## src/rtl/fp_divider_iter_if.sv

```systemverilog
// Operand/result handshake bundle for the iterative fp divider.
// master = operand producer / result consumer, slave = divider.
interface fp_divider_iter_if #(
  parameter int EXP_W  = 8,
  parameter int MANT_W = 23
);
  localparam int W = 1 + EXP_W + MANT_W;

  logic         in_valid;
  logic         in_ready;
  logic [W-1:0] in1;
  logic [W-1:0] in2;
  logic         out_valid;
  logic         out_ready;
  logic [W-1:0] result;
  logic         div_by_zero;
  logic         busy;

  modport master (
    output in_valid, in1, in2, out_ready,
    input  in_ready, out_valid, result, div_by_zero, busy
  );

  modport slave (
    input  in_valid, in1, in2, out_ready,
    output in_ready, out_valid, result, div_by_zero, busy
  );
endinterface

```

## src/rtl/fp_divider_iter.sv

```systemverilog
// Sequential single-precision divider: restoring radix-2 mantissa division,
// one quotient bit per clock, truncating result, denormals flushed to zero.
module fp_divider_iter #(
  parameter int EXP_W  = 8,
  parameter int MANT_W = 23,
  parameter int BIAS   = 127
) (
  input  logic              clk,
  input  logic              rst_n,
  fp_divider_iter_if.slave  bus
);
  localparam int W   = 1 + EXP_W + MANT_W;
  localparam int QW  = MANT_W + 2;          // quotient bits produced
  localparam int RW  = MANT_W + 3;          // remainder: < 2*divisor after shift
  localparam int EW  = EXP_W + 2;           // signed exponent working width
  localparam int CW  = $clog2(QW);
  localparam logic [EXP_W-1:0] EMAX = '1;

  typedef enum logic [1:0] {IDLE, DIVIDE, NORM, DONE} state_t;

  state_t             state;
  logic               sign;
  logic [EXP_W-1:0]   ea, eb;
  logic [RW-1:0]      rem, dvs;
  logic [QW-1:0]      q;
  logic [CW-1:0]      cnt;
  logic               out_valid_r, dbz_r;
  logic [W-1:0]       result_r;

  // operand decode for the special-case check done at accept time
  logic [EXP_W-1:0] a_exp, b_exp;
  logic             a_zero, b_zero, in_sign;
  assign a_exp   = bus.in1[W-2:MANT_W];
  assign b_exp   = bus.in2[W-2:MANT_W];
  assign a_zero  = (a_exp == '0);
  assign b_zero  = (b_exp == '0);
  assign in_sign = bus.in1[W-1] ^ bus.in2[W-1];

  // one restoring step: subtract if it does not go negative
  logic          ge;
  logic [RW-1:0] diff;
  assign ge   = (rem >= dvs);
  assign diff = rem - dvs;

  // normalisation of the finished quotient; exponent kept wide so that
  // overflow and underflow are visible as out-of-range values
  logic [EW-1:0]     e_u;
  logic [MANT_W-1:0] mant_n;
  logic              ovf, unf;
  assign e_u    = {2'b00, ea} - {2'b00, eb} + EW'(BIAS) - {{(EW-1){1'b0}}, ~q[QW-1]};
  assign mant_n = q[QW-1] ? q[QW-2:1] : q[QW-3:0];
  assign unf    = e_u[EW-1] || (e_u == '0);
  assign ovf    = !e_u[EW-1] && (e_u >= {2'b00, EMAX});

  // control FSM plus datapath registers and registered outputs
  always_ff @(posedge clk or negedge rst_n) begin
    if (!rst_n) begin
      state       <= IDLE;
      sign        <= 1'b0;
      ea          <= '0;
      eb          <= '0;
      rem         <= '0;
      dvs         <= '0;
      q           <= '0;
      cnt         <= '0;
      out_valid_r <= 1'b0;
      dbz_r       <= 1'b0;
      result_r    <= '0;
    end else begin
      case (state)
        IDLE: if (bus.in_valid) begin
          sign <= in_sign;
          ea   <= a_exp;
          eb   <= b_exp;
          if (a_exp == EMAX || b_exp == EMAX || (a_zero && b_zero)) begin
            result_r    <= {1'b0, EMAX, 1'b1, {(MANT_W-1){1'b0}}};
            dbz_r       <= 1'b0;
            out_valid_r <= 1'b1;
            state       <= DONE;
          end else if (b_zero) begin
            result_r    <= {in_sign, EMAX, {MANT_W{1'b0}}};
            dbz_r       <= 1'b1;
            out_valid_r <= 1'b1;
            state       <= DONE;
          end else if (a_zero) begin
            result_r    <= {in_sign, {(W-1){1'b0}}};
            dbz_r       <= 1'b0;
            out_valid_r <= 1'b1;
            state       <= DONE;
          end else begin
            rem   <= {2'b01, bus.in1[MANT_W-1:0]};
            dvs   <= {2'b01, bus.in2[MANT_W-1:0]};
            q     <= '0;
            cnt   <= CW'(QW - 1);
            state <= DIVIDE;
          end
        end
        DIVIDE: begin
          q   <= {q[QW-2:0], ge};
          rem <= (ge ? diff : rem) << 1;
          cnt <= cnt - 1'b1;
          if (cnt == '0) state <= NORM;
        end
        NORM: begin
          if (ovf)      result_r <= {sign, EMAX, {MANT_W{1'b0}}};
          else if (unf) result_r <= {sign, {(W-1){1'b0}}};
          else          result_r <= {sign, e_u[EXP_W-1:0], mant_n};
          dbz_r       <= 1'b0;
          out_valid_r <= 1'b1;
          state       <= DONE;
        end
        DONE: if (bus.out_ready) begin
          out_valid_r <= 1'b0;
          state       <= IDLE;
        end
        default: state <= IDLE;
      endcase
    end
  end

  assign bus.in_ready    = (state == IDLE);
  assign bus.busy        = (state != IDLE);
  assign bus.out_valid   = out_valid_r;
  assign bus.result      = result_r;
  assign bus.div_by_zero = dbz_r;
endmodule

```

## src/flat_wrapper.sv

```systemverilog
// flat-port wrapper written by rule: the top's interface ports become plain ports
module fp_divider_iter_flat 
#(
  parameter int EXP_W  = 8,
  parameter int MANT_W = 23,
  parameter int BIAS   = 127
)
  (clk, rst_n, bus_in_valid, bus_in1, bus_in2, bus_out_ready, bus_in_ready, bus_out_valid, bus_result, bus_div_by_zero, bus_busy);
  fp_divider_iter_if #(.EXP_W(EXP_W), .MANT_W(MANT_W)) bus_i ();
  input  logic clk;
  input  logic rst_n;
  input wire logic [$bits(bus_i.in_valid)-1:0] bus_in_valid;
  input wire logic [$bits(bus_i.in1)-1:0] bus_in1;
  input wire logic [$bits(bus_i.in2)-1:0] bus_in2;
  input wire logic [$bits(bus_i.out_ready)-1:0] bus_out_ready;
  output wire logic [$bits(bus_i.in_ready)-1:0] bus_in_ready;
  output wire logic [$bits(bus_i.out_valid)-1:0] bus_out_valid;
  output wire logic [$bits(bus_i.result)-1:0] bus_result;
  output wire logic [$bits(bus_i.div_by_zero)-1:0] bus_div_by_zero;
  output wire logic [$bits(bus_i.busy)-1:0] bus_busy;
  assign bus_i.in_valid = bus_in_valid;
  assign bus_i.in1 = bus_in1;
  assign bus_i.in2 = bus_in2;
  assign bus_i.out_ready = bus_out_ready;
  assign bus_in_ready = bus_i.in_ready;
  assign bus_out_valid = bus_i.out_valid;
  assign bus_result = bus_i.result;
  assign bus_div_by_zero = bus_i.div_by_zero;
  assign bus_busy = bus_i.busy;
  fp_divider_iter #(.EXP_W(EXP_W), .MANT_W(MANT_W), .BIAS(BIAS)) u_core (.clk(clk), .rst_n(rst_n), .bus(bus_i));
endmodule
```

## config.mk

```make
export PLATFORM = sky130hd
export DESIGN_NAME = fp_divider_iter_flat
export DESIGN_NICKNAME = d
export VERILOG_FILES = /design/src/rtl/fp_divider_iter_if.sv /design/src/rtl/fp_divider_iter.sv /design/src/flat_wrapper.sv
export SDC_FILE = /design/constraint.sdc
export NUM_CORES = 1
export LEC_CHECK = 0
export CAP_MARGIN = 0
export CORE_ASPECT_RATIO = 1.1
export CORE_UTILIZATION = 51
export CTS_BUF_LIST = sky130_fd_sc_hd__clkbuf_2 sky130_fd_sc_hd__clkbuf_4 sky130_fd_sc_hd__clkbuf_8
export CTS_CLUSTER_DIAMETER = 120
export DETAILED_ROUTE_END_ITERATION = 10
export PLACE_DENSITY_LB_ADDON = 0.2
export SLEW_MARGIN = 20
export SYNTH_ARGS = -nofsm -noshare
export SYNTH_HDL_FRONTEND = slang
export SYNTH_SLANG_ARGS = --single-unit
```

## constraint.sdc

```tcl
create_clock -name clk -period 4.6 [get_ports clk]
set_clock_uncertainty 0.2 [all_clocks]
set_input_delay 0.69 -clock clk [delete_from_list [all_inputs] [get_ports clk]]
set_output_delay 0.69 -clock clk [all_outputs]
set_load 0.1 [all_outputs]
```

==> key figures, run 1 <==
Status
  – Outcome: finished clean

Route
  – Total Wirelength: 19620 um
  – Remaining DRCs: 0
  – Iteration-0 DRC Markers: 433
  – Routed vias: between 7000 and 8000
  – Detailed-route vias per instance: 5.804
  – Post-route ant nets: 0
  – Drt pass-1 iters: 5
  – Post-DR wirelength/cell: around 16 um

Worst hold path
  – Worst hold path type: primary input to asynchronous set/reset pin

Logic synthesis
  – Seq cells post-synth: around 130
  – Seq/Total Area, Yosys: about two fifths
  – Yosys warning total: 0
  – FFs w/ async S/R, synth: 100.0%
  – Syn Inst Count: 914
  – Mean Syn Cell Area: between 9 and 10 um^2
  – Syn nets: slightly above 1000
  – Number of synthesized flops with an enable pin: 0
  – Cell variety after synth: 77
  – Top_reg_cell synth: dfrtp_1
  – Synthesized area: around 8400 um^2

Global route
  – Global-route wire length before repair: roughly 33000 um
  – Number of global-route vias before repair: slightly below 7000
  – GRT Util Overall: between 20 and 30%
  – Initial antenna violation count: 0
  – Largest net degree at the start of global routing: 68
  – Total grt overflow: 0

Clock tree
  – # clock sinks: 133
  – CTS tree: built
  – Post_cts resized: 0
  – CTS hold repair buffers: 0
  – CTS H-tree lvls: 4
  – Clk slew on worst S/H paths: 70 ps
  – Clock root buffer: clkbuf_8
  – CTS Buf Count: 17
  – Worst-Skew Late Latency: between 400 and 500 ps
  – Postcts setup bufs: 0
  – Clk buf depth: 2

Run
  – Max Cap Violations: 0

Layout
  – Synth-to-Final Area Change: 19.79%
  – Nets: roughly 1100
  – Share of layout cells above drive strength 1: 9.547%
  – Commonest non-fill, non-tap cells in the layout: dfrtp_1, nand2_1, clkdlybuf4s50_1, inv_1, nand3_1
  – Antenna fix cells: 0
  – Most common cell after layout, fill and taps aside: dfrtp_1

Timing
  – Unrepaired setup endpoints after global routing: false
  – Fin. max-slew vios: 0
  – Final setup fails: 0
  – Slew @ Worst Pin: a little under 1000 ps
  – Setup TNS: 0 ps
  – Period utilization: just over 90%
  – Fmax: roughly 230 MHz
  – Max_slew headroom: about a third
  – Tmin final: 4264 ps
  – PnR worst setup slack: 336.0 ps
  – Fin. Hold Viols: 0

Floorplan
  – Initial Util: 52.68%
  – Core ar.: ~16000 um^2
  – Ports: between 100 and 150
  – Rows: between 40 and 50
  – Die Y: around 140 um
  – Die Wd: 124.0 um
  – Die area: 16890 um^2

Critical path
  – Largest stage delay, worst path: 400 ps
  – Arr. time, crit path: about 4400 ps
  – Worst Setup Start Kind: flop
  – Crit path cell chain: inv_1 -> ha_1 -> inv_1 -> fa_1 -> nand3_1 -> a21oi_1 -> o21ai_0 -> nand2b_1 -> xor2_1 -> inv_1 -> ha_1 -> inv_1 -> nor4_1 -> o21ai_0 -> a211o_1 -> o32ai_2 -> buf_4 -> o31ai_1
  – CP max-delay cell: fa_1
  – CP max FO: 23
  – CP dominant cell by count: inv_1
  – Crit end category: flop
  – WP data required: 4740 ps
  – Worst Setup Path Type: flop to flop

Place
  – DP HPWL: 14070 um
  – # port buffers: 103
  – Post-Place Worst Slack: 396.1 ps
  – Routability cong.: 0.8748
registers in the layout, indices dropped and copies added (netlist names):
signal / count
u_core.bus.out_valid: 1
u_core.state: 2
u_core.dvs: 24
u_core.cnt: 5
u_core.eb: 8
u_core.bus.div_by_zero: 1
u_core.sign: 1
u_core.rem: 26
u_core.bus.result: 32
u_core.ea: 8
u_core.q: 25
metrics by stage:
stage / utilization (%) / area (um^2) / std cells / hold slack (ps)
6_report: 63.10 / 10000 / 1216 / 28.77
5_1_grt: 63.10 / 10000 / 1216 / 77.90
4_1_cts: 63.10 / 10000 / 1216 / 38.13
3_5_place_dp: 60.50 / 9593 / 1184 / 239.4
3_3_place_gp: 60.50 / 9593 / 1184 / 234.5
2_1_floorplan: - / 8352 / 914 / 194.4
cell families after synthesis:
family,after synthesis,synth area share (%)
fa+ha+maj,49,7.581
mux,56,7.176
compound gates,246,20.72
flops,133,39.85
xor+xnor,26,2.891
simple gates,292,16.60
buf+inv,112,5.183
Yosys cell counts, types with 11 or more instances:
master	count	area (um^2)
a21oi_1	30	150.1
xnor2_1	13	113.9
o21ai_0	53	265.3
xor2_1	12	105.1
nor2_1	37	138.9
o211a_1	11	110.1
ha_1	45	563.0
inv_1	62	232.7
o31ai_1	27	202.7
clkbuf_1	38	142.6
mux2_2	31	349.1
o21a_1	12	90.09
nor3_1	14	70.07
o21ai_1	14	70.07
mux2i_1	25	250.2
a31oi_1	11	68.82
nand3_1	53	265.3
dfrtp_1	133	3328
nand2_1	122	457.9
path summary, 6_finish.rpt:
check,start,end,slack [ps],cells after the start
max,u_core.ea[0]$_DFFE_PN0P_,u_core.bus.result[7]$_DFFE_PN0P_,340,18
min,rst_n,u_core.rem[17]$_DFFE_PN0P_,30,1
max reg2reg,u_core.ea[0]$_DFFE_PN0P_,u_core.bus.result[7]$_DFFE_PN0P_,340,18
min reg2reg,u_core.dvs[23]$_DFFE_PN0P_,u_core.dvs[23]$_DFFE_PN0P_,250,2
max in group asynchronous,rst_n,u_core.q[5]$_DFFE_PN0P_,3220,2
min in group clk,u_core.dvs[23]$_DFFE_PN0P_,u_core.dvs[23]$_DFFE_PN0P_,250,2
critical path: cells and delay by family, from the launching register on:
| kind | cells | cell delay, ps |
|---|---|---|
| AO/OA/AOI/OAI | 6 | 1180 |
| adder cells (fa/ha/maj) | 3 | 960 |
| buffers and inverters | 5 | 680 |
| AND/OR/NAND/NOR | 3 | 550 |
| flip-flops | 1 | 370 |
| XOR/XNOR | 1 | 190 |
layer usage:
metal / global-route usage [%] / part of all wire, % / up-vias
met5: 0 / 0 / -
met4: 8.135 / 1.3 / 0
met3: 4.572 / 3.9 / 25
met2: 42.87 / 51 / 164
met1: 31.68 / 44 / 3372
li1: - / - / 3497
cell type report:
type	count	area (um^2)
Clock inverter	10	121.4
Timing Repair Buffer	119	1152
Inverter	63	236.5
Tap cell	200	250.2
Sequential cell	133	3328
Multi-Input combinational cell	669	4626
Fill cell	1356	5851
Clock buffer	22	290.3
Power of run 1 is left out: the tool's default activity adds up to more than one toggle a clock period on the data nets, which glitch-free logic cannot reach.
==> run 2: changes to the inputs <==
--- a/config.mk
+++ b/config.mk
@@ -11,7 +11,9 @@
 export CTS_BUF_LIST = sky130_fd_sc_hd__clkbuf_2 sky130_fd_sc_hd__clkbuf_4 sky130_fd_sc_hd__clkbuf_8
 export CTS_CLUSTER_DIAMETER = 120
 export DETAILED_ROUTE_END_ITERATION = 10
-export PLACE_DENSITY_LB_ADDON = 0.2
+export GPL_TIMING_DRIVEN = 0
+export PLACE_DENSITY_LB_ADDON = 0.1
+export SKIP_LAST_GASP = 1
 export SLEW_MARGIN = 20
 export SYNTH_ARGS = -nofsm -noshare
 export SYNTH_HDL_FRONTEND = slang
==> key figures, run 2 (synthesized netlist as in run 1, its figures left out) <==
Floorplan
  – Rows: 48
  – Initial Util: a little over half
  – Core ar.: about 16000 um^2
  – Die area: about 17000 um^2
  – Die Y: around 140 um
  – Die Wd: ~120 um
  – Ports: between 100 and 150

Route
  – Total Wirelength: approximately 21000 um
  – Post-route ant nets: 0
  – Detailed-route vias per instance: 5.771
  – Drt pass-1 iters: 5
  – Routed vias: 7214
  – Remaining DRCs: 0
  – Iteration-0 DRC Markers: approximately 500
  – Post-DR wirelength/cell: between 15 and 20 um

Run
  – Max Cap Violations: 0

Timing
  – Tmin final: around 4300 ps
  – Fmax: 235.1 MHz
  – Fin. max-slew vios: 0
  – Slew @ Worst Pin: roughly 1000 ps
  – Final setup fails: 0
  – Hold WS: between 200 and 300 ps
  – Max_slew headroom: a little under a third
  – Setup TNS: 0 ps
  – Unrepaired setup endpoints after global routing: false
  – Fin. Hold Viols: 0
  – Period utilization: 92.47%

Critical path
  – Bufs and invs on worst path: 5
  – Crit path cell chain: inv_1 -> ha_1 -> inv_1 -> fa_1 -> nand3_1 -> a21oi_1 -> o21ai_1 -> nand2b_1 -> xor2_1 -> inv_1 -> ha_1 -> inv_1 -> nor4_1 -> o21ai_0 -> a211o_1 -> o32ai_4 -> clkbuf_4 -> o31ai_1
  – Worst Setup SP: u_core.ea[0]$_DFFE_PN0P_
  – Worst Setup Start Kind: flop
  – R2R cell count: 18
  – Arr. time, crit path: ~4400 ps
  – WP data required: approximately 4700 ps
  – Worst Setup Path Type: flop to flop
  – Flop2flop setup slack: 350 ps
  – CP max FO: 10
  – Reg2reg end: u_core.bus.result[2]$_DFFE_PN0P_
  – Crit end category: flop
  – CP max-delay cell: ha_1
  – CP dominant cell by count: inv_1
  – Largest stage delay, worst path: ~410 ps
  – Worst r2r src: u_core.ea[0]$_DFFE_PN0P_
  – Crit path max-delay family: compound AO/OA/AOI/OAI gates

Clock tree
  – # clock sinks: around 130
  – Clock root buffer: clkbuf_8
  – Worst-Skew Late Latency: 460 ps
  – CTS Buf Count: 17
  – CTS H-tree lvls: 4
  – Clk slew on worst S/H paths: 80 ps
  – Clk buf depth: 2
  – CTS tree: built

Worst hold path
  – Hold_sp: u_core.dvs[23]$_DFFE_PN0P_
  – Worst hold path cell count: 2
  – Worst hold path type: flop to flop
  – Hold endpoint: u_core.dvs[23]$_DFFE_PN0P_

Layout
  – Synth-to-Final Area Change: 21.00%
  – Share of layout cells above drive strength 1: approximately 8.1%
  – Nets: ~1200
  – Max reg flops: 32
  – Commonest non-fill, non-tap cells in the layout: dfrtp_1, nand2_1, clkdlybuf4s50_1, inv_1, nand3_1
  – Post-Layout Inst Area: 10110 um^2
  – Antenna fix cells: 0
  – Most common cell after layout, fill and taps aside: dfrtp_1

Global route
  – Number of global-route vias before repair: 6958
  – Global-route wire length before repair: 33880 um
  – Initial antenna violation count: 0
  – Largest net degree at the start of global routing: 86
  – Total grt overflow: 0
  – GRT Util Overall: 25.99%

Status
  – Outcome: finished clean

Place
  – Placed cell area: 9666 um^2
  – # port buffers: between 100 and 150
  – Routability cong.: a little under 0.9
  – DP HPWL: around 15000 um
-- run 2: cell types whose count changed in the layout (fill, tap and decap cells not counted), sizes merged --
cell and change:
clkinv -3, bufinv +1, dlygate4sd3 +1, clkinvlp +2, clkbuf +35, inv +3, buf -5
-- run 2: worst max-delay path by stage --
stage                                             end  slack [ps]  cells past startpoint
floorplan           u_core.bus.result[10]$_DFFE_PN0P_         840                     18
global placement            u_core.dvs[6]$_DFFE_PN0P_       -2710                      1
detailed placement   u_core.bus.result[2]$_DFFE_PN0P_         130                     18
CTS                  u_core.bus.result[2]$_DFFE_PN0P_         110                     18
global route         u_core.bus.result[9]$_DFFE_PN0P_          50                     18
finish               u_core.bus.result[2]$_DFFE_PN0P_         350                     18
-- run 2: through the flow --
step	cells	util [%]	setup slack [ps]
final	1250	63.74	346.2
after global routing	1250	63.74	45.69
after CTS	1251	63.67	112.3
after detailed placement	1218	60.96	129.3
after global placement	1217	60.76	-2706
after floorplan	914	-	843.9
-- run 2: routing by layer --
layer / global-route usage (%) / vias up / wire [um]
met2: 45.06 / 175 / 10390
met5: 0 / - / 0
met4: 9.127 / 0 / 328
met3: 4.153 / 24 / 824
met1: 32.49 / 3444 / 8998
li1: - / 3571 / -
-- run 2: final cells by class --
type	count	area (um^2)
tap	200	250.2
sequential	133	3328
fill	1413	5749
clock inverter	13	170.2
inverter	63	236.5
timing repair buffer	105	1074
buffer	48	195.2
clock buffer	19	249.0
multi-input combinational	669	4603
-- run 2: worst reg2reg max path: stages (launching register included) --
cell and delay (ps):
dfrtp_1 360, inv_1 70, ha_1 160, inv_1 50
fa_1 400, nand3_1 120, a21oi_1 120, o21ai_1 220
nand2b_1 100, xor2_1 170, inv_1 70, ha_1 410
inv_1 180, nor4_1 300, o21ai_0 140, a211o_1 350
o32ai_4 350, clkbuf_4 290, o31ai_1 100
-- run 2: timing repair --
action                     in CTS  in global routing
hold buffers                    1                  0
setup endpoints to repair       0                 20
setup buffers                   0                  0
hold endpoints to repair       48                  0
gates resized for setup         0                  4
Power of run 2 is left out for the same reason.
